### config.mk
export PLATFORM = sky130hd
export DESIGN_NAME = reg_read_port
export DESIGN_NICKNAME = d
export VERILOG_FILES = /design/src/rtl/regfile_pkg.sv /design/src/rtl/mux_32t1_32.sv /design/src/rtl/reg_read_port.sv
export SDC_FILE = /design/constraint.sdc
export NUM_CORES = 2
export LEC_CHECK = 0
export CAP_MARGIN = 20
export CORE_MARGIN = 2
export CORE_UTILIZATION = 45
export DETAILED_ROUTE_END_ITERATION = 8
export GPL_ROUTABILITY_DRIVEN = 0
export SYNTH_ARGS = -nofsm -noshare
export SYNTH_HDL_FRONTEND = slang
export SYNTH_HIERARCHICAL = 1
export SYNTH_SLANG_ARGS = --single-unit
### constraint.sdc
create_clock -name clk -period 1.7 [get_ports clk]
set_input_delay 0.425 -clock clk [delete_from_list [all_inputs] [get_ports clk]]
set_output_delay 0.425 -clock clk [all_outputs]
set_load 0.01 [all_outputs]
### src/rtl/regfile_pkg.sv
// regfile_pkg: shared register-file sizing constants and the 1-to-32 write demux helper.
// Rev 1.0
`default_nettype none
package regfile_pkg;
  localparam int DATA_W = 32;
  localparam int NREGS  = 32;
  localparam int ADDR_W = $clog2(NREGS);

  localparam int DEMUX_OUTS = NREGS;

  // One-hot decode of a register index; gating with the write strobe is left to the caller.
  function automatic logic [DEMUX_OUTS-1:0] demux_1t32(input logic [ADDR_W-1:0] addr);
    logic [DEMUX_OUTS-1:0] sel;
    sel       = '0;
    sel[addr] = 1'b1;
    return sel;
  endfunction
endpackage
`default_nettype wire

### src/rtl/mux_32t1_32.sv
// mux_32t1_32: 32-to-1 selector over the packed register array, one operand wide.
// Rev 1.0
`default_nettype none
module mux_32t1_32
  import regfile_pkg::*;
#(
  parameter int WIDTH = DATA_W,
  parameter int WAYS  = NREGS
) (
  input  logic [WAYS-1:0][WIDTH-1:0] regs,
  input  logic [ADDR_W-1:0]          sel,
  output logic [WIDTH-1:0]           data
);
  assign data = regs[sel];
endmodule
`default_nettype wire

### src/rtl/reg_read_port.sv
// reg_read_port: two-operand register file read port, latency 1, with write bypass and a snapshot output buffer.
// Rev 1.0
`default_nettype none
module reg_read_port
  import regfile_pkg::*;
#(
  parameter int DATA_W = regfile_pkg::DATA_W,
  parameter int NREGS  = regfile_pkg::NREGS
) (
  input  logic              clk,
  input  logic              rst_n,
  input  logic              wr_en,
  input  logic [ADDR_W-1:0] wr_addr,
  input  logic [DATA_W-1:0] wr_data,
  input  logic              req_valid,
  output logic              req_ready,
  input  logic [ADDR_W-1:0] rs_addr,
  input  logic [ADDR_W-1:0] rt_addr,
  output logic              rsp_valid,
  input  logic              rsp_ready,
  output logic [DATA_W-1:0] rs_data,
  output logic [DATA_W-1:0] rt_data,
  output logic [15:0]       stall_cnt
);
  logic [NREGS-1:0][DATA_W-1:0] regs;
  logic [NREGS-1:0]             wr_sel;
  logic [DATA_W-1:0]            rs_mux, rt_mux, rs_next, rt_next;
  logic                         accept;

  assign wr_sel = wr_en ? NREGS'(demux_1t32(wr_addr)) : '0;

  // Index 0 is never written, so it stays at its reset value of zero.
  always_ff @(posedge clk) begin
    if (!rst_n) begin
      regs <= '0;
    end else begin
      for (int i = 1; i < NREGS; i++) begin
        if (wr_sel[i]) regs[i] <= wr_data;
      end
    end
  end

  mux_32t1_32 #(.WIDTH(DATA_W), .WAYS(NREGS)) u_mux_rs (
    .regs (regs),
    .sel  (rs_addr),
    .data (rs_mux)
  );

  mux_32t1_32 #(.WIDTH(DATA_W), .WAYS(NREGS)) u_mux_rt (
    .regs (regs),
    .sel  (rt_addr),
    .data (rt_mux)
  );

  // Same-cycle write forwarding; index 0 is excluded so it always reads zero.
  assign rs_next = (wr_en && (wr_addr == rs_addr) && (rs_addr != '0)) ? wr_data : rs_mux;
  assign rt_next = (wr_en && (wr_addr == rt_addr) && (rt_addr != '0)) ? wr_data : rt_mux;

  assign req_ready = !rsp_valid || rsp_ready;
  assign accept    = req_valid && req_ready;

  always_ff @(posedge clk) begin
    if (!rst_n) begin
      rsp_valid <= 1'b0;
      rs_data   <= '0;
      rt_data   <= '0;
    end else if (accept) begin
      rsp_valid <= 1'b1;
      rs_data   <= rs_next;
      rt_data   <= rt_next;
    end else if (rsp_ready) begin
      rsp_valid <= 1'b0;
    end
  end

  always_ff @(posedge clk) begin
    if (!rst_n) begin
      stall_cnt <= '0;
    end else if (rsp_valid && !rsp_ready && (stall_cnt != 16'hFFFF)) begin
      stall_cnt <= stall_cnt + 16'd1;
    end
  end
endmodule
`default_nettype wire

# Word level (Yosys, flattened, before mapping)
# Index checks and enable logic that the tools add are counted.
# totals
reg_bits	1073
latchBits	0
ramBits	0
rom_bits	0
word_cells	68
n_memories	0
# classes
add_sub_neg	1
n_mul	0
div	0
magnitude_cmp	4
n_eq_ne	3
shifts	0
n_mux	11
n_bitwise	0
reduce_logical	14
# ops
cell	n
binary-select mux 32 bit (select 5 bit)	2
2-to-1 mux 32 bit	5
< comparator 5 x 6 -> 1 bit (second input constant)	3
adder 16 x 1 -> 16 bit (second input constant)	1
inequality test 16 bit (second input constant)	1
equality test 5 bit	2
nonzero test 5 bit	2
logical AND 1 bit	8
demux 1 bit (select 5 bit)	1
greater-or-equal comparator 5 x 1 -> 1 bit (second input constant)	1
2-to-1 mux 1 bit	3
zero test 1 bit	2
nonzero test 2 bit	1
logical OR 1 bit	1

# Depth between registers and ports, before layout
# depth
word_depth	5
ltp_mapped	10

# Cells and area by module
# The synthesis kept the hierarchy.
# by_module_without_submodules
module	instances	cells_per_inst	area_each_um2	seq_area_each_um2
reg_read_port	1	5007	39071.2	21480.6
mux_32t1_32	2	1158	8887.3	0.0

# Worst setup path before layout
# OpenSTA, ideal clock, no wires.
# synth_timing
path_kind	flip-flop to flip-flop
startpoint	register stall_cnt[0]
endpoint	register stall_cnt[6]
arrival_ns	1.741
required_ns	1.630
setup_slack_ns	-0.111
path_stages_with_launch	7
synth_period_minus_slack_ns	1.811
path_cell_list	dfxtp_1 ha_1 nand3_1 or2_2 clkbuf_1 or4_1 a21oi_1
# synth_via
elab_chain_len	2
word_cells_on_any_way	3
cone_classes	add/sub: 1; eq/ne: 1; reduce/logical: 1
# synth_rtl
item	line_no	source
start: declaration	reg_read_port.sv:23	output logic [15:0] stall_cnt
start signal: assignment	reg_read_port.sv:80	stall_cnt <= stall_cnt + 16'd1;
parallel branches: the longest is 2 deep, another holds adder 16 x 1 -> 16 bit	-	
# Several ways; the timed one is not identified.
# A chain may end at the register's enable or synchronous reset.

# Final worst setup path
# layout_timing
startpoint	register rsp_valid
endpoint	output req_ready
# layout_via
elab_chain_len	2
# layout_rtl
item	line_no	source
start: declaration	reg_read_port.sv:19	output logic rsp_valid,
start signal: assignment	reg_read_port.sv:64	rsp_valid <= 1'b0;
start signal: assignment	reg_read_port.sv:68	rsp_valid <= 1'b1;
start signal: assignment	reg_read_port.sv:72	rsp_valid <= 1'b0;
zero test 1 bit	reg_read_port.sv:59	assign req_ready = !rsp_valid || rsp_ready;
logical OR 1 bit	reg_read_port.sv:59	
end: declaration	reg_read_port.sv:16	output logic req_ready,
# No other way between the ends.

==> summary.txt <==
area leader, netlist -> dfxtp_1
die area -> 129,000 sq um
multi-input logic area -> 33,200 sq um
commonest non-fill, non-tap cell in the layout -> nand2_1
# DRC -> 0
WP data required -> 1.27 ns
Post-Layout Cell Count -> 9,411
GRT Total Usage -> 35.7%
grt total ovfl -> 0
worst skew pair latency -> 0.78 ns
share of cells above drive strength 1 -> 17.3%
crit start category -> flip-flop
final setup fails -> 98
Max stage delay on crit path -> 0.33 ns
final cycle utilization of the critical path -> 113%
Pre-antenna DRT Iters -> 6
FF/Latch Area -> 21,700 sq um
die extent in x -> 359 um
antenna violations before repair -> 6
Post-Route Skew -> 0.0238 ns
Routed Antenna Nets -> 0
leak pwr -> 27.3 nW
Yosys top cell area share -> 37.8%
vias in the first global route -> 54.6k
Post-DP HPWL -> 157,000 um
Syn Area/Cell -> 7.76 sq um
IO Port Bufs -> 133
largest net degree at the start of global routing -> 143
Pwr Density -> 859 nW/um^2
ys async rst share -> 0%
mean routed wirelength per cell -> 26.1 um
final hold violation count -> 0
failing checks -> setup timing
# rows -> 130
H-tree levels -> 3
CTS root buffer -> clkbuf_16
most frequent cells in the layout -> nand2_1, a21oi_1, mux2i_1, dfxtp_1, buf_4
first-pass GRT wire length -> 352,000 um
Cells after DPL -> 9,144
vias -> 58.5k
max capacitance violation total -> 0
Setup CP Type -> reg2out
cts bufs inserted -> 115
RSZ-0062 raised after global routing -> true
worst hold-check path type -> in2reg
hold_buf cts -> 0
Core ar. -> 126,000 sq um
Setup TNS -> -4.12 ns
Peak Freq -> 519 MHz
EDFF count, synth -> 0
crit-path cells -> nor2b_4 -> inv_2 -> buf_6
Most used DFF post-synth -> dfxtp_1
VDD IR max -> 0.866 mV
Synth cell types -> 60
sequential-to-total area share from yosys stat -> 37.8%
Via density -> 6.21
synthesized flop and latch total -> 1,073
CP arrival -> 1.50 ns
Initial DRC Count -> 7,367
Starting Density -> 45.3%
Max Slew Vio Count -> 0
worst slew pin tran -> 0.714 ns
nets -> 7,715
number of clock sinks -> 1,073
Area Overhead vs Synth -> 26.6%
clock slew at reported path FFs -> 0.06 ns
top area cells in the synthesized netlist -> dfxtp_1, mux2i_1, nand2_1
minimum clock period -> 1.93 ns
crit end category -> primary output
# IOs -> 134
Post-Synthesis Cells -> 7,323
CTS tree -> yes
Netlist Area Pre-Place -> 56,800 sq um
final hold slack -> 0.0388 ns
Crit Path Max Fanout -> 2
post-route setup slack -> -0.228 ns
Filler cells -> 11.3k
CP max stage cell -> dfxtp_2
status -> complete, but fails checks
Max clock buf depth -> 3
Vert. Die Dim -> 359 um
Yosys warnings -> 6
normalized max-slew margin -> 52.3%
Routed WL -> 246,000 um
## synth_stat cells, drive strengths merged, types with 30 or more instances
library cell and count:
mux2i 1030, a22oi 192, a22o 128, nand2 2223, a31oi 98, buf 284, a21oi 1254, o31ai 69
a41oi 30, nor2 34, nand3 201, dfxtp 1073, o21ai 68, and3 37, nor3 68, clkbuf 444
## final cells by class
class	instances	share of cell area (%)
multi-input combinational	5582	46.2
sequential	1073	30.2
clock buffer	163	4.71
tap	1650	2.87
clock inverter	52	0.875
antenna	1	0.00348
timing repair buffer	885	15.1
inverter	5	0.0365
## registers in the layout (all words and copies together), names as in the netlist
signal and flops:
regs 992, rs_data 32, rt_data 32, stall_cnt 16, rsp_valid 1
## per-stage QoR
step | power, mW | setup WS, ns | utilization, % | instance area, sq um
floorplan | 30.4 | -0.0314 | - | 57300
global placement | 34.3 | -1.26 | 52.3 | 65700
detailed placement | 34.3 | -1.28 | 52.3 | 65700
CTS | 61.2 | -0.226 | 56.4 | 70800
global route | 63.1 | -0.257 | 57.3 | 72000
finish | 61.8 | -0.228 | 57.3 | 72000
## repair_timing
item                                    CTS  global route
pin swaps                                 6            40
resized for setup                       641           168
endpoints found under the setup margin  146           162
setup buffers                            26            11
cloned                                   11            13
## per-layer routing
layer	GRT usage, %	share of wire (%)	wire length (um)	vias up
li1	-	-	-	26000
met1	46.5	39	95700	28000
met2	53.9	43	105000	3623
met3	6.79	11	26600	854
met4	23.5	7.3	18000	0
met5	0.555	0	0	-
## critical path, delay by kind of cell, from the launching register on
family	cells	cell delay (ns)
flip-flops	1	0.33
AND/OR/NAND/NOR	1	0.21
buffers and inverters	2	0.20
## cells by family after synthesis
| kind of cell | count (synthesis) | share of synthesized area (%) |
|---|---|---|
| AOI/OAI and AO/OA | 1847 | 18.7 |
| xor gates and xnor gates | 8 | 0.123 |
| adders and majority gates | 1 | 0.0220 |
| buffers and inverters | 733 | 6.42 |
| DFF | 1073 | 37.8 |
| muxes | 1030 | 18.1 |
| other | 1 | 0.00660 |
| and+or+nand+nor | 2630 | 18.8 |
## path summary, 6_finish.rpt
path         slack [ns]              startpoint                      end  depth (start not counted)
min                0.04              wr_data[0]   regs[832]$_SDFFE_PN0P_                          3
max               -0.23  rsp_valid$_SDFFE_PN0P_                req_ready                          3
max reg2reg       -0.11  rsp_valid$_SDFFE_PN0P_  rs_data[9]$_SDFFE_PN0P_                          9
min reg2reg        0.47  regs[918]$_SDFFE_PN0P_   regs[918]$_SDFFE_PN0P_                          2
## where the power goes
group          internal (mW)  total, mW  switching, mW
Combinational           3.63       8.98           5.35
Sequential              25.4       25.9          0.430
Clock                   15.6       27.0           11.4
Note: power is estimated with default switching activity, not from simulation.
